==> src/rtl/adder.sv <==
// 32-bit two-level carry-lookahead adder with registered sum and carries into/out of bit 31.
// Eight 4-bit lookahead groups feed a flat second-level lookahead unit; there is no ripple between groups.
module adder (
  input  logic        clk,
  input  logic        rst,
  input  logic [31:0] inp1,
  input  logic [31:0] inp2,
  output logic [31:0] out,
  output logic        c31,
  output logic        c32
);

  logic [31:0] g;
  logic [31:0] p;
  logic [7:0]  grp_g;
  logic [7:0]  grp_p;
  logic [32:0] carry;
  logic [31:0] sum;

  logic [31:0] out_q, out_d;
  logic        c31_q, c31_d;
  logic        c32_q, c32_d;

  always_comb begin
    logic term;
    logic prod;
    g     = inp1 & inp2;
    p     = inp1 ^ inp2;
    grp_g = '0;
    grp_p = '0;
    carry = '0;
    term  = 1'b0;
    prod  = 1'b0;

    for (int k = 0; k < 8; k++) begin
      grp_g[k] = g[4*k+3]
               | (p[4*k+3] & g[4*k+2])
               | (p[4*k+3] & p[4*k+2] & g[4*k+1])
               | (p[4*k+3] & p[4*k+2] & p[4*k+1] & g[4*k]);
      grp_p[k] = &p[4*k +: 4];
    end

    // Second level: each group carry-in is a flat sum of products of G/P (carry into bit 0 is 0).
    for (int k = 1; k <= 8; k++) begin
      term = 1'b0;
      for (int j = 0; j < k; j++) begin
        prod = grp_g[j];
        for (int m = j + 1; m < k; m++) begin
          prod = prod & grp_p[m];
        end
        term = term | prod;
      end
      carry[4*k] = term;
    end

    for (int k = 0; k < 8; k++) begin
      carry[4*k+1] = g[4*k] | (p[4*k] & carry[4*k]);
      carry[4*k+2] = g[4*k+1] | (p[4*k+1] & g[4*k])
                   | (p[4*k+1] & p[4*k] & carry[4*k]);
      carry[4*k+3] = g[4*k+2] | (p[4*k+2] & g[4*k+1])
                   | (p[4*k+2] & p[4*k+1] & g[4*k])
                   | (p[4*k+2] & p[4*k+1] & p[4*k] & carry[4*k]);
    end

    sum   = p ^ carry[31:0];
    out_d = sum;
    c31_d = carry[31];
    c32_d = carry[32];
  end

  always_ff @(posedge clk) begin
    if (rst) begin
      out_q <= '0;
      c31_q <= 1'b0;
      c32_q <= 1'b0;
    end else begin
      out_q <= out_d;
      c31_q <= c31_d;
      c32_q <= c32_d;
    end
  end

  assign out = out_q;
  assign c31 = c31_q;
  assign c32 = c32_q;

endmodule

==> config.mk <==
export PLATFORM = sky130hd
export DESIGN_NAME = adder
export DESIGN_NICKNAME = d
export VERILOG_FILES = /design/src/rtl/adder.sv
export SDC_FILE = /design/constraint.sdc
export NUM_CORES = 1
export LEC_CHECK = 0
export CELL_PAD_IN_SITES_DETAIL_PLACEMENT = 1
export CELL_PAD_IN_SITES_GLOBAL_PLACEMENT = 1
export CORE_MARGIN = 2
export CORE_UTILIZATION = 31
export CTS_CLUSTER_SIZE = 20
export DETAILED_ROUTE_END_ITERATION = 16
export PLACE_DENSITY = 0.93
export SYNTH_ARGS = -nofsm -noshare
export SYNTH_HDL_FRONTEND = slang
export SYNTH_SLANG_ARGS = --single-unit
export TNS_END_PERCENT = 10
==> constraint.sdc <==
create_clock -name clk -period 3.7 [get_ports clk]
set_input_delay 0.925 -clock clk [delete_from_list [all_inputs] [get_ports clk]]
set_output_delay 0.925 -clock clk [all_outputs]
set_load 0.01 [all_outputs]
# After elaboration in Yosys (flattened, before gate mapping)
# Cells that the tools add are included.
[classes] bitwise_logic=235 n_reduce_logical=7
[ops] operator="bitwise AND 1 bit" count=135
[ops] operator="bitwise OR 1 bit" count=97
[ops] operator="bitwise XOR 32 bit" count=2
[ops] operator="bitwise AND 32 bit" count=1
[ops] operator="AND reduction 4 bit" count=7
[word_totals] register_bits=34 input_bits=66 word_cells=245

# Depth between registers and ports, before layout
# Gate-level depths: netlist of run 1.
[depth] word_depth=20 depth_mapped=10

# Worst setup path after synthesis of run 1
# Ideal clock, no wire load.
[synth_timing] path_type="in2reg" start="input port inp1[10]" end="register out_q[25], in the netlist out[25]" setup_ns=0.128 arrival_ns=2.956 path_slack_ns=0.616 path_stages=10 cell_sequence="ha_1 > a21oi_1 > a21boi_1 > nor4_1 > a2111oi_2 > or2_1 > a21o_1 > fa_1 > xnor2_1 > nor2_1"
[synth_between] elab_chain_cells=15 elab_cells_between_ends=30 classes_between="bitwise (29); reduce/logical (1)"
[synth_lines] element="start: declaration" line="6" text="input logic [31:0] inp1,"
[synth_lines] element="bitwise AND 32 bit / bitwise XOR 32 bit (equally long branches)" line="27, 28"
[synth_lines] element="bitwise AND 1 bit (on tied branches)" line="37, 38, 39"
[synth_lines] element="bitwise OR 1 bit (tied with other cells)" line="37" text="| (p[4*k+3] & g[4*k+2])"
[synth_lines] element="bitwise OR 1 bit / bitwise AND 1 bit (equally long branches)" line="38, 39"
[synth_lines] element="bitwise OR 1 bit" line="39" text="| (p[4*k+3] & p[4*k+2] & p[4*k+1] & g[4*k]);"
[synth_lines] element="bitwise AND 1 bit (3 in series)" line="49" text="prod = prod & grp_p[m];"
[synth_lines] element="bitwise OR 1 bit * (4 in series)" line="51" text="term = term | prod;"
[synth_lines] element="bitwise AND 1 bit *" line="57" text="carry[4*k+1] = g[4*k] | (p[4*k] & carry[4*k]);"
[synth_lines] element="bitwise OR 1 bit *" line="57"
[synth_lines] element="bitwise XOR 32 bit *" line="65" text="sum = p ^ carry[31:0];"
[synth_lines] element="end signal: assignment" line="77" text="out_q <= out_d;"
[synth_lines] element="end: declaration" line="20" text="logic [31:0] out_q, out_d;"
# Every way passes the cells marked *; elsewhere a longest branch is shown, timed or not.
# A chain may end at the register's enable or synchronous reset.

# Final worst setup path of run 1
[layout_timing] start="input port inp2[10]" end="register out_q[24], in the netlist out[24]"
[layout_between] elab_chain_cells=13 elab_cells_between_ends=28 classes_between="bitwise (27); reduce/logical (1)"
[layout_lines] element="start: declaration" line="7" text="input logic [31:0] inp2,"
[layout_lines] element="bitwise AND 32 bit / bitwise XOR 32 bit (equally long branches)" line="27, 28"
[layout_lines] element="bitwise AND 1 bit (on tied branches)" line="37, 38, 39"
[layout_lines] element="bitwise OR 1 bit (tied with other cells)" line="37"
[layout_lines] element="bitwise OR 1 bit / bitwise AND 1 bit (equally long branches)" line="38, 39"
[layout_lines] element="bitwise OR 1 bit" line="39"
[layout_lines] element="bitwise AND 1 bit (3 in series)" line="49"
[layout_lines] element="bitwise OR 1 bit * (4 in series)" line="51"
[layout_lines] element="bitwise XOR 32 bit *" line="65"
[layout_lines] element="named net out_d[24]" line="20"
# Mark *: on every way through the listed nets, which the timed path passes. The rest lies on a longest branch.

==> results.md, run 1 <==
- Status: complete, no violations
- Final Setup Violations: 0
- # port buffers: 99
- H-Tree Depth: 2
- Final hold vios: 0
- Antenna cells: 0
- Cell row count: 31
- CP bufs+invs: 1
- Final antenna-violating net count: 0
- Share of the synthesized area in the top cell type: 29.33%
- CP delay by family, top: simple AND/OR/NAND/NOR gates
- Critical path's slowest cell: a2111oi_2
- Global-route wire length before repair: 11710 µm
- Leak: 1.501 nW
- Area delta synth->final: 54.23%
- Detailed Route Iter0 Violations: 38
- Clock Path Buffers: 2
- Pwr/cell area: 329.1 nW/µm²
- CTS tree: done
- CTS Hold Bufs: 0
- Clk pin slew, worst setup/hold paths: 80 ps
- First-pass DRT Iterations: 4
- EDFF count, synth: 0
- Netlist cell types: 50
- # clock sinks: 34
- Synth Area per Inst: 9.210 µm²
- Die X: 90.53 µm
- Crit path capture type: flop
- Routed len/inst: 15.06 µm
- Final Cycle Share: 92.77%
- Grt met3 use: 3.840%
- Largest net degree at the start of global routing: 20
- Post-synth top flop: dfxtp_1
- Final Power: 1.178 mW
- Most common cell in the netlist: nor2_1
- Synth cell count leaders: 36 x nor2_1, 34 x dfxtp_1, 32 x ha_1, 17 x a21oi_1, 14 x nor2b_1
- Post-DP HPWL: 6021 µm
- Fin area: 3580 µm²
- Via/cell ratio: 4.837
- GRT met2 Usage: 32.77%
- Max stage delay on crit path: 450 ps
- Kind of critical path: primary input to flop
- Post-synthesis compound-gate area fraction: 16.93%
- Met1 Usage GRT: 19.89%
- RSZ-0062 raised after global routing: false
- Worst Tran Pin Value: 702.6 ps
- Gp weighted congestion: 0.8268
- Initial antenna violation count: 0
- VDD IR max: 0.1222 mV
- Gr usage total: 17.51%
- Synth Area in Simple Gates: 19.14%
- Synth Area in XOR/XNOR: 6.038%
- Adder-Cell Fraction of Synth Area: 24.15%
- Total die area: 8195 µm²
- Synth Warn #: 0
- Placed cells: 458
- Slew Viols, Final: 0
- I/O Pins: 100
- Total Wirelength: 7002 µm
- Global route overflow: 0
- Cts bufs inserted: 5
- Fin util: 49.35%
- CP Launch Type: primary input
- Die height: 90.53 µm
- Crit-path cells: clkdlybuf4s50_1 > ha_1 > nand4_2 > nor3_2 > nor4_1 > a2111oi_2 > or2_1 > a21o_1 > fa_1 > nor2b_1
- Number of max-cap violations: 0
- Sequential share of the synthesized area: 29.33%
- FFs w/ async S/R, synth: 0%
- Fin crit period: 3432 ps
- Cell count after synthesis: 252
- Vias in the first global route: 2498
- Placement-stage cell area: 3501 µm²
- Worst-path maximum fanout: 5
- Largest family of logic cells by synthesized area: adder cells
- Post-synth top area cell: dfxtp_1
- Layout cells sized above 1: 8.197%
- Layout net count: 472
- Max Fclk: 291.3 MHz
- Via Count: 2249
- Worst Path Arrival: 3610 ps
- Initial Util: 32.00%
- Register bit count reported by yosys: 34
- Grt peak-use layer: met2
- Data required, critical path: 3880 ps
- Slew HR: 53.01%
- Setup bufs post-CTS: 0
- Final hold slack: 1360 ps
- Post-synthesis mux area share: 1.887%
- Remaining DRCs: 0
- Synthesized area: 2321 µm²
- Worst hold path class: primary input to flop
- Root buffer cell: clkbuf_8
- Syn nets: 358
- Top cells by area, synth: dfxtp_1 29%, ha_1 17%, fa_1 6.9%
- Non-Filler Instances: 465
- Core area: 7253 µm²
- PostCTS Resize Cnt: 0
==> cell type report <==
type | instances | area, µm²
Inverter | 9 | 33.78
Tap cell | 99 | 123.9
Sequential cell | 34 | 680.7
Timing Repair Buffer | 111 | 1081
Clock buffer | 5 | 68.82
Clock inverter | 2 | 10.01
Multi-Input combinational cell | 205 | 1582
Fill cell | 863 | 3674
==> flip-flops by register name, indices dropped and copies added (netlist names) <==
name / count
c31: 1
c32: 1
out: 32
==> layer usage <==
metal  wire length [µm]  up-vias
met5                  0        -
met2               3706       67
met3                358        7
li1                   -     1116
met4                 69        0
met1               2868     1059
==> layout by cell type, fill, tap and decap left out, types with 2 or more instances in the layout <==
cell type        instances
clkbuf_8                 5
o22ai_1                  2
ha_1                    32
xor2_1                   7
nor2b_1                 14
nor4_1                   2
inv_1                    9
clkinv_2                 2
nor3_1                   7
buf_4                   12
nand2_1                 11
mux2_1                   3
a2111oi_2                2
dfxtp_1                 34
o41ai_1                  2
o21a_1                   2
clkdlybuf4s50_1         99
o21ai_0                  3
o21ai_1                  7
a21o_1                   7
and2_1                   2
nand4_1                  2
a21oi_1                 17
fa_1                     8
xnor2_1                  9
a31oi_1                  2
nand3_1                  4
nor2_1                  36
==> cell families (layout without fill, tap and decap cells) <==
logic type,count (synthesis),after routing
buffers and inverters,13,127
XOR/XNOR,16,16
multiplexers,4,4
AND/OR/NAND/NOR,87,87
adder cells (fa/ha/maj),40,40
AO/OA/AOI/OAI,58,58
flip-flops,34,34
==> path summary, 6_finish.rpt <==
| path | start | end | slack, ps | depth (start not counted) |
|---|---|---|---|---|
| setup / recovery | inp2[10] | out[24] | 270 | 10 |
| hold / removal | inp2[0] | out[0] | 1360 | 3 |
==> stage by stage <==
step | setup WS (ps) | setup TNS (ps)
floorplan | 616.1 | 0
global placement | -1.540 | -1.540
detailed placement | -31.19 | -89.75
CTS | 258.6 | 0
global route | 60.72 | 0
finish | 267.6 | 0
==> where the power goes <==
| part | switching (mW) | internal, mW | total, mW |
|---|---|---|---|
| Sequential | 0.0144 | 0.415 | 0.429 |
| Clock | 0.139 | 0.126 | 0.265 |
| Combinational | 0.215 | 0.269 | 0.484 |
(Power assumes the default switching activity.)
==> inputs of run 2 (changes only) <==
--- a/config.mk
+++ b/config.mk
@@ -5,6 +5,7 @@
 export SDC_FILE = /design/constraint.sdc
 export NUM_CORES = 1
 export LEC_CHECK = 0
+export CAP_MARGIN = 10
 export CELL_PAD_IN_SITES_DETAIL_PLACEMENT = 1
 export CELL_PAD_IN_SITES_GLOBAL_PLACEMENT = 1
 export CORE_MARGIN = 2
==> results of run 2 <==
The final DEF is identical to that of run 1; final timing and power are the same.
==> inputs of run 3 (changes only) <==
--- a/config.mk
+++ b/config.mk
@@ -9,10 +9,12 @@
 export CELL_PAD_IN_SITES_DETAIL_PLACEMENT = 1
 export CELL_PAD_IN_SITES_GLOBAL_PLACEMENT = 1
 export CORE_MARGIN = 2
-export CORE_UTILIZATION = 31
+export CORE_UTILIZATION = 46
+export CTS_CLUSTER_DIAMETER = 200
 export CTS_CLUSTER_SIZE = 20
 export DETAILED_ROUTE_END_ITERATION = 16
-export PLACE_DENSITY = 0.93
+export DONT_BUFFER_PORTS = 1
+export PLACE_DENSITY = 0.91
 export SYNTH_ARGS = -nofsm -noshare
 export SYNTH_HDL_FRONTEND = slang
 export SYNTH_SLANG_ARGS = --single-unit
==> results.md, run 3 (same netlist as run 1, synthesis figures left out) <==
- I/O Pins: 100 (unchanged)
- Initial antenna violation count: 0 (unchanged)
- Clock Path Buffers: 2 (unchanged)
- PostCTS Resize Cnt: 0 (unchanged)
- Worst hold path class: primary input to flop
- Total die area: 5630 µm² (-31%)
- Max stage delay on crit path: 390 ps (-60 ps)
- VDD IR max: 0.1688 mV (+38%)
- Most common cell after layout, fill and taps aside: nor2_1
- Routed len/inst: 16.28 µm (+8.1%)
- Sw power: 0.3237 mW (-12%)
- Final antenna-violating net count: 0 (unchanged)
- Initial Util: 48.50% (+16 points)
- Sw Ratio: 28.22% (-3.0 points)
- Gr usage total: 19.94% (+2.4 points)
- GRT met2 Usage: 35.09% (+2.3 points)
- Data required, critical path: 3880 ps (about the same)
- Kind of critical path: primary input to flop
- Crit path capture type: flop
- Via/cell ratio: 5.653 (+17%)
- Clock share of power: 37.5% (+15 points)
- Root buffer cell: clkbuf_8
- Layout cells sized above 1: 7.422% (-0.77 points)
- Setup TNS: 0 ps (unchanged)
- Flop pwr share: 40.1% (+3.7 points)
- Final hold vios: 0 (unchanged)
- Leak: 1.093 nW (-27%)
- Combinational Power Share: 22.4% (-19 points)
- Slew Viols, Final: 0 (unchanged)
- H-Tree Depth: 2 (unchanged)
- Hold endpoint: out[16]
- Most frequent CP cell: nor2_1
- CP bufs+invs: 0 (-1)
- First-pass DRT Iterations: 3 (-1)
- Worst Tran Pin Value: 424.7 ps (-277.9 ps)
- Final Cycle Share: 82.24% (-11 points)
- Largest net degree at the start of global routing: 39 (+95%)
- Fin crit period: 3043 ps (-389.7 ps)
- Number of max-cap violations: 0 (unchanged)
- Global-route wire length before repair: 8280 µm (-29%)
- Pwr/cell area: 454.7 nW/µm² (+38%)
- Internal cell power: 0.8232 mW (+1.6%)
- CP delay by family, top: compound AO/OA/AOI/OAI gates
- Post-DP HPWL: 4429 µm (-26%)
- Vias in the first global route: 1837 (-26%)
- Worst-path maximum fanout: 6 (+1)
- Clk pin slew, worst setup/hold paths: 80 ps (about the same)
- Hold Path Depth: 1 (-2)
- Core area: 4786 µm² (-34%)
- Antenna cells: 0 (unchanged)
- Hold Startpoint: rst
- Final Setup Violations: 0 (unchanged)
- Grt peak-use layer: met2
- Via Count: 1826 (-19%)
- Cts bufs inserted: 5 (unchanged)
- Max Fclk: 328.7 MHz (+13%)
- CTS tree: done
- Remaining DRCs: 0 (unchanged)
- Cell row count: 25 (-19%)
- Status: complete, no violations
- CTS Hold Bufs: 0 (unchanged)
- Critical path's slowest cell: fa_1
- Met1 Usage GRT: 21.79% (+1.9 points)
- Most frequent cells in the layout: 36 x nor2_1, 34 x dfxtp_1, 32 x ha_1, 17 x a21oi_1, 14 x nor2b_1
- Die height: 75.03 µm (-17%)
- Worst Path Arrival: 3230 ps (-380 ps)
- Crit-path cells: ha_1 > a21oi_1 > nor2_1 > o31ai_1 > nand4b_1 > a41oi_1 > o21ai_1 > fa_1 > xnor2_1 > nor2_1
- Slew HR: 71.45% (+18 points)
- Detailed Route Iter0 Violations: 25 (-34%)
- # port buffers: 0 (-100%)
- Area delta synth->final: 8.679%
- Global route overflow: 0 (unchanged)
- RSZ-0062 raised after global routing: false
- # clock sinks: 34 (unchanged)
- Non-Filler Instances: 323 (-31%)
- Gp weighted congestion: 0.8107 (-1.9%)
- Total Wirelength: 5259 µm (-25%)
- Layout net count: 361 (-24%)
- Placed cells: 315 (-31%)
- Die X: 75.03 µm (-17%)
- CP Launch Type: primary input
- Grt met3 use: 6.827% (+3.0 points)
- Setup bufs post-CTS: 0 (unchanged)
- Max reg flops: 32 (unchanged)
run 3: changes by cell type in the layout (fill, tap and decap cells not counted):
| cell | delta |
|---|---|
| buf_4 | -12 |
| bufinv_16 | +2 |
| clkdlybuf4s50_1 | -99 |
| clkbuf_8 | +1 |
| clkinv_2 | -2 |
run 3: worst max-delay path by stage:
stage | from | endpoint | depth (start not counted) | slack (ps)
CTS | inp1[7] | out[29] | 10 | 620
global placement | inp1[5] | out[29] | 10 | 360
finish | inp1[7] | out[29] | 10 | 660
global route | inp1[7] | out[29] | 10 | 430
floorplan | inp1[10] | out[25] | 10 | 620
detailed placement | inp1[7] | out[29] | 10 | 310
run 3: metal layers:
metal / share of wire (%) / wire length [µm] / vias to the layer above
met5: 0 / 0 / -
met4: 2.4 / 125 / 0
met3: 7.7 / 405 / 15
met2: 50 / 2634 / 69
met1: 40 / 2094 / 840
li1: - / - / 902
run 3: cell type report:
| class | instances | area (µm²) |
|---|---|---|
| clock buffer | 6 | 82.58 |
| fill | 556 | 2263 |
| inverter | 9 | 33.78 |
| clock inverter | 2 | 60.06 |
| sequential | 34 | 680.7 |
| multi-input combinational | 205 | 1582 |
| tap | 67 | 83.83 |
run 3: power groups by stage:
| stage | logic (mW) | registers (mW) | clock network [mW] |
|---|---|---|---|
| 5_1_grt | 0.295 | 0.466 | 0.458 |
| 4_1_cts | 0.260 | 0.461 | 0.440 |
| 3_3_place_gp | 0.245 | 0.468 | 0 |
| 2_1_floorplan | 0.217 | 0.461 | 0 |
| 6_report | 0.257 | 0.460 | 0.430 |
| 3_5_place_dp | 0.259 | 0.469 | 0 |
run 3: per-stage QoR:
step,setup slack [ps],power [mW],cell area [µm²],util [%],hold WS [ps]
6_report,657.3,1.147,2522,52.71,694.4
5_1_grt,428.1,1.218,2522,52.71,680.4
4_1_cts,623.7,1.162,2522,52.71,692.7
3_5_place_dp,310.0,0.7283,2380,49.73,1002
3_3_place_gp,364.9,0.7131,2380,49.73,999.4
2_1_floorplan,616.1,0.6777,2321,-,1149
